--- src/rtl/avst_pattern_pkg.sv ---
// Shared constants, LFSR step and word expansion for the Avalon-ST pattern generator.
// The AVST_PATTERN_ERR_INJECT_EN macro is consumed by the lane and top files.
package avst_pattern_pkg;

    localparam logic [2:0] STATE_INIT = 3'h1;
    localparam logic [2:0] STATE_RUN  = 3'h2;
    localparam logic [2:0] STATE_DONE = 3'h4;

    localparam logic [31:0] LFSR_POLY     = 32'h0400_0007;
    localparam logic [31:0] SEED_ZERO_SUB = 32'h1;

    // Widest payload expand_word can serve; callers truncate to DATA_W
    localparam int EXP_MAX_W = 1024;

    typedef enum logic [2:0] {
        ST_IDLE = STATE_INIT,
        ST_RUN  = STATE_RUN,
        ST_DONE = STATE_DONE
    } state_t;

    function automatic logic [31:0] lfsr_next(input logic [31:0] s);
        return {s[30:0], 1'b0} ^ (s[31] ? LFSR_POLY : 32'h0);
    endfunction

    function automatic logic [EXP_MAX_W-1:0] expand_word(input logic [31:0] s);
        return {(EXP_MAX_W/64){~s, s}};
    endfunction

endpackage

--- src/rtl/avst_pattern_lane.sv ---
// One Avalon-ST source lane: LFSR, beat counter, sop/eop framing.
// With AVST_PATTERN_ERR_INJECT_EN defined, one beat can be XOR-corrupted.
module avst_pattern_lane
    import avst_pattern_pkg::*;
#(
    parameter int DATA_W = 128,
    parameter int LEN_W  = 16
) (
    input  logic              clk,
    input  logic              reset_n,
    input  logic              start,
    input  logic [LEN_W-1:0]  len,
    input  logic [31:0]       seed,
`ifdef AVST_PATTERN_ERR_INJECT_EN
    input  logic [LEN_W-1:0]  err_beat,
    input  logic [DATA_W-1:0] err_mask,
`endif
    output logic              valid,
    input  logic              ready,
    output logic [DATA_W-1:0] data,
    output logic              sop,
    output logic              eop,
    output logic              lane_done
);

    logic [31:0]       s;
    logic [LEN_W-1:0]  cnt;
    logic [LEN_W-1:0]  len_q;
    logic              fin;
    logic              xfer;
    logic              last;
    logic [DATA_W-1:0] word;

`ifdef AVST_PATTERN_ERR_INJECT_EN
    logic [LEN_W-1:0]  err_beat_q;
    logic [DATA_W-1:0] err_mask_q;
`endif

    assign xfer = valid & ready;
    assign last = (cnt == len_q - LEN_W'(1));

    always_ff @(posedge clk or negedge reset_n) begin
        if (!reset_n) begin
            s     <= '0;
            cnt   <= '0;
            len_q <= '0;
            valid <= 1'b0;
            fin   <= 1'b0;
`ifdef AVST_PATTERN_ERR_INJECT_EN
            err_beat_q <= '0;
            err_mask_q <= '0;
`endif
        end else if (start) begin
            s     <= seed;
            cnt   <= '0;
            len_q <= len;
            valid <= 1'b1;
            fin   <= 1'b0;
`ifdef AVST_PATTERN_ERR_INJECT_EN
            err_beat_q <= err_beat;
            err_mask_q <= err_mask;
`endif
        end else if (xfer) begin
            s   <= lfsr_next(s);
            cnt <= cnt + LEN_W'(1);
            if (last) begin
                valid <= 1'b0;
                fin   <= 1'b1;
            end
        end
    end

    always_comb begin
        word = DATA_W'(expand_word(s));
`ifdef AVST_PATTERN_ERR_INJECT_EN
        if (cnt == err_beat_q)
            word = word ^ err_mask_q;
`endif
        data = valid ? word : '0;
    end

    assign sop = valid & (cnt == '0);
    assign eop = valid & last;

    // Counts the final handshake itself so the FSM can leave RUN that cycle
    assign lane_done = fin | (xfer & last);

endmodule

--- src/rtl/avst_pattern_gen.sv ---
// Two matched Avalon-ST pattern streams (data + compare) under one control FSM.
// Define AVST_PATTERN_ERR_INJECT_EN to add compare-lane error injection ports.
module avst_pattern_gen
    import avst_pattern_pkg::*;
#(
    parameter int DATA_W = 128,
    parameter int LEN_W  = 16
) (
    input  logic              clk,
    input  logic              reset_n,
    input  logic              ctl_start,
    input  logic [LEN_W-1:0]  ctl_len,
    input  logic [31:0]       ctl_seed,
`ifdef AVST_PATTERN_ERR_INJECT_EN
    input  logic [LEN_W-1:0]  ctl_err_beat,
    input  logic [DATA_W-1:0] ctl_err_mask,
`endif
    output logic              ctl_busy,
    output logic              ctl_done,
    output logic              aso_outdata_valid,
    input  logic              aso_outdata_ready,
    output logic [DATA_W-1:0] aso_outdata_data,
    output logic              aso_outdata_sop,
    output logic              aso_outdata_eop,
    output logic              aso_compdata_valid,
    input  logic              aso_compdata_ready,
    output logic [DATA_W-1:0] aso_compdata_data,
    output logic              aso_compdata_sop,
    output logic              aso_compdata_eop,
    output logic [3:0]        aso_status_data
);

    state_t      state;
    state_t      state_nxt;
    logic        accept;
    logic        done_out;
    logic        done_cmp;
    logic [31:0] seed_eff;

    assign seed_eff = (ctl_seed == '0) ? SEED_ZERO_SUB : ctl_seed;

    always_ff @(posedge clk or negedge reset_n) begin
        if (!reset_n)
            state <= ST_IDLE;
        else
            state <= state_nxt;
    end

    always_comb begin
        state_nxt = state;
        accept    = 1'b0;
        unique case (state)
            ST_IDLE: begin
                if (ctl_start && (ctl_len != '0)) begin
                    accept    = 1'b1;
                    state_nxt = ST_RUN;
                end
            end
            ST_RUN: begin
                if (done_out && done_cmp)
                    state_nxt = ST_DONE;
            end
            ST_DONE: state_nxt = ST_IDLE;
            default: state_nxt = ST_IDLE;
        endcase
    end

    assign ctl_busy        = (state != ST_IDLE);
    assign ctl_done        = (state == ST_DONE);
    assign aso_status_data = {1'b0, state};

    avst_pattern_lane #(.DATA_W(DATA_W), .LEN_W(LEN_W)) u_out (
        .clk       (clk),
        .reset_n   (reset_n),
        .start     (accept),
        .len       (ctl_len),
        .seed      (seed_eff),
`ifdef AVST_PATTERN_ERR_INJECT_EN
        .err_beat  ('0),
        .err_mask  ('0),
`endif
        .valid     (aso_outdata_valid),
        .ready     (aso_outdata_ready),
        .data      (aso_outdata_data),
        .sop       (aso_outdata_sop),
        .eop       (aso_outdata_eop),
        .lane_done (done_out)
    );

    avst_pattern_lane #(.DATA_W(DATA_W), .LEN_W(LEN_W)) u_cmp (
        .clk       (clk),
        .reset_n   (reset_n),
        .start     (accept),
        .len       (ctl_len),
        .seed      (seed_eff),
`ifdef AVST_PATTERN_ERR_INJECT_EN
        .err_beat  (ctl_err_beat),
        .err_mask  (ctl_err_mask),
`endif
        .valid     (aso_compdata_valid),
        .ready     (aso_compdata_ready),
        .data      (aso_compdata_data),
        .sop       (aso_compdata_sop),
        .eop       (aso_compdata_eop),
        .lane_done (done_cmp)
    );

endmodule

--- config.mk ---
export PLATFORM = sky130hd
export DESIGN_NAME = avst_pattern_gen
export DESIGN_NICKNAME = d
export VERILOG_FILES = /design/src/rtl/avst_pattern_pkg.sv /design/src/rtl/avst_pattern_lane.sv /design/src/rtl/avst_pattern_gen.sv
export SDC_FILE = /design/constraint.sdc
export NUM_CORES = 1
export LEC_CHECK = 0
export ABC_AREA = 1
export CAP_MARGIN = 20
export CORE_MARGIN = 2
export CORE_UTILIZATION = 43
export CTS_CLUSTER_SIZE = 28
export DETAILED_ROUTE_END_ITERATION = 16
export HOLD_SLACK_MARGIN = 0.03
export PLACE_DENSITY = 0.79
export SETUP_SLACK_MARGIN = 0.15
export SKIP_LAST_GASP = 1
export SYNTH_ARGS = -nofsm -noshare
export SYNTH_HDL_FRONTEND = slang
export SYNTH_HIERARCHICAL = 1
export SYNTH_SLANG_ARGS = --single-unit
export TNS_END_PERCENT = 20
--- constraint.sdc ---
create_clock -name clk -period 2.2 [get_ports clk]
set_clock_uncertainty 0.15 [all_clocks]
set_input_delay 0.66 -clock clk [delete_from_list [all_inputs] [get_ports clk]]
set_output_delay 0.66 -clock clk [all_outputs]
set_load 0.02 [all_outputs]
==> impl_metrics.toml <==
[synth]
synth.area.top_cells = "dfrtp_1, nand2_1, buf_4"
post_synth_num_cell_types = 45
yosys-mux-area-fraction_pct = 0
yosys.area_share.adder_pct = 0.7675
yosys.area_share.simple_pct = 31.48
synth_cells = 1443
synth.top_cell.area_share_pct = 34.28
syn_avg_cell_area_um2 = 6.779
synth_edf_count = 0
synth-async-reset-ratio_pct = 100.0
synth_area_mm2 = 0.009782
syn_nets = 1502
synth_compound_area_share_pct = 9.606
yosysWarnings = 6
synth_largest_area_cell = "dfrtp_1"
ys_ff_latch = 135
yosysSeqAreaShare_pct = 34.55
synth_top_family_by_area = "simple AND/OR/NAND/NOR gates"
synth_xor_area_share_pct = 2.417
synth-main-ff-cell = "dfrtp_1"

[layout]
drive_above_1_share_pct = 33.35
diodes = 0
final_nets = 1899
fill_cells = 1694
syn_to_final_growth_pct = 58.46
finalNonFillerCells = 2138
design_area_mm2 = 0.01550

[power_and_ir_drop]
power_frac_clock_pct = 12.0
cellPowerDensity_mw_per_mm2 = 1562
switching_share_pct = 47.88
vdd_drop_max_v = 0.001211
netSwitchingPower_mw = 11.59
power.total_mw = 24.22
power.share.combinational_pct = 68.2
internal-power_mw = 12.62
p_seq_share_pct = 19.8
p_leak_nw = 7.818

[placement]
port_buffers = 319
placed_area_mm2 = 0.01381
place_ws_ps = -778.1
dp.cells = 2048
dp_hpwl_mm = 26.38
gp_congestion = 0.9140

[setup_path]
crit_buf_inv = 3
critPathLaunchType = "flop"
cpMaxStageDelayCell = "dfrtp_1"
crit_path_cell_trace = "inv_2 -> ha_4 -> buf_4 -> nand3_1 -> nand2_1 -> nand3_1 -> nand2_1 -> nor2_1 -> nand2_2 -> nor3_4 -> buf_6"
crit_cells = 11
crit_fanout = 5
critPathTopFamily = "simple AND/OR/NAND/NOR gates"
cp.arrival_ps = 2070
worstReg2RegStart = "u_out/len_q[6]"
cp-endpoint = "aso_outdata_eop"
required_ps = 1390
criticalPathCategory = "flop to primary output"
crit_path_start = "u_out/len_q[1]"
cp-end-kind = "primary output"
rr_endpoint = "state[2]"
r2r_cells = 25
r2r_slack_ps = -630
cpPeakStageDelay_ps = 370

[detailed_routing]
ant_nets = 0
routed_wirelength_mm = 36.65
route.detailed.drc = 0
drt_iter0_markers = 1165
vias = 10970
viasPerCell = 5.131
dr.pass1.iters = 6
detail_route.wl_per_cell_um = 17.14

[die]
die_w_um = 154.8
placementRows = 55
top_level_ports = 321
dieArea_mm2 = 0.02397
fp.coreArea_mm2 = 0.02250
start_util_pct = 43.47
dieHeight_um = 154.8

[clock_network]
cts_root_buffer = "clkbuf_16"
clock_latency_ps = 420
cts.path.max_buffers = 2
htreeDepth = 4
clk_pin_slew_worst_paths_ps = 60
clkSinkCount = 135
cts_tree = "yes"
cts_made_buffers = 17

[min_path]
hold_class = "flop to flop"

[global_routing]
grt_pass1_vias = 10570
grt_max_degree = 54
grt_overflow_total = 0
antenna_found_initial = 0
grt.total_usage_pct = 29.24
grt_pass1_wl_mm = 55.57

[timing]
hold_viol = 0
hold_slack_ps = 350.9
slew_viol_final = 0
rsz0062_at_grt = "yes"
max_freq_mhz = 347.2
finalCriticalPeriod_ps = 2880
layout_setup_ws_ps = -679.8
setup_violations = 310
timing.final.crit_share_pct = 130.9

[outcome]
violations = "setup timing"
status = "finished, violations left"

[flow_run]
drv_cap = 0
[stage by stage]
step | util [%] | TNS [ps]
6_report | 68.88 | -104260
5_1_grt | 68.88 | -128040
4_1_cts | 67.40 | -137260
3_5_place_dp | 61.38 | -94760
3_3_place_gp | 61.38 | -90230
2_1_floorplan | - | -3415
[cell usage in the layout (no fill, tap or decap), types with 5 or more instances in the layout]
master,count
a22oi_1,9
o21ai_0,51
nand3b_1,11
nand2_4,17
nor2_4,48
nand4_1,16
buf_6,81
o22ai_1,5
inv_2,30
buf_4,298
inv_4,5
nor2_2,26
o21ai_1,6
o211ai_1,19
xor2_1,11
a21oi_1,31
clkdlybuf4s50_1,178
xnor2_1,16
clkbuf_16,19
dfrtp_1,130
nand2_1,360
buf_8,6
nor3_1,16
nand3_1,53
buf_12,14
nand2_2,25
inv_1,164
clkinv_4,5
nor2_1,116
o221ai_1,17
[state kept, by name (all words and copies together), names as in the netlist]
| name | count |
|---|---|
| u_cmp/s | 32 |
| u_out/valid | 1 |
| u_out/s | 32 |
| u_out/len_q | 16 |
| u_cmp/cnt | 16 |
| u_out/cnt | 16 |
| u_cmp/len_q | 16 |
| u_out/fin | 1 |
| state | 3 |
| u_cmp/fin | 1 |
| u_cmp/valid | 1 |
[synth_stat cells (all sizes together), types with 17 or more instances]
cell type / count
nand3: 57
dfrtp: 134
clkbuf: 64
nor3: 20
o211ai: 19
a21oi: 33
nor2: 191
o221ai: 17
o21ai: 58
nand2: 402
buf: 146
inv: 200
[kinds of logic (layout without fill, tap and decap cells)]
group           after synthesis  count (layout)
buf+inv                     412             822
xor+xnor                     27              27
flops                       135             135
simple gates                709             709
other cells                   1               1
compound gates              153             153
fa+ha+maj                     6               6
[power groups by stage]
stage,logic [mW],clock network [mW],registers [mW]
floorplan,9.54,0,4.20
finish,16.5,2.90,4.79
detailed placement,15.4,0,4.50
CTS,16.0,2.92,4.62
global route,17.6,3.04,4.88
global placement,15.2,0,4.48
[layer usage]
metal	GRT usage [%]	wire (um)
met2	48.75	17700
met3	5.099	2819
met5	0	0
met4	9.568	981
met1	38.69	15150
[worst min path at each step]
stage | start | end | depth (start not counted)
4_1_cts | u_cmp/len_q[15] | u_cmp/len_q[15] | 2
3_5_place_dp | u_cmp/len_q[15] | u_cmp/len_q[15] | 2
3_3_place_gp | u_cmp/len_q[15] | u_cmp/len_q[15] | 2
6_report | u_cmp/len_q[15] | u_cmp/len_q[15] | 2
2_1_floorplan | reset_n | state[1] | 0
5_1_grt | u_cmp/len_q[15] | u_cmp/len_q[15] | 2
[what timing repair did]
action | 4_1_cts | 5_1_grt
hold buffers | 1 | 0
hold endpoints to repair | 31 | 0
gates resized for setup | 527 | 379
gates cloned | 5 | 1
pin swaps | 16 | 16
setup buffers | 35 | 17
endpoints found under the setup margin | 383 | 400
[area by class of cell]
type / count / area (um^2) / area share [%]
clock inverter: 14 / 165.2 / 1.066
inverter: 202 / 775.7 / 5.005
tap: 285 / 356.6 / 2.301
sequential: 135 / 3385 / 21.84
multi-input combinational: 896 / 4902 / 31.63
clock buffer: 18 / 429.2 / 2.769
timing repair buffer: 588 / 5487 / 35.40
[worst register-to-register path, delay by kind of cell, from the launching register on]
| family | cells | cell delay [ps] |
|---|---|---|
| buffers and inverters | 10 | 960 |
| DFF | 1 | 430 |
| and+or+nand+nor | 15 | 1160 |
(Power assumes the default switching activity.)
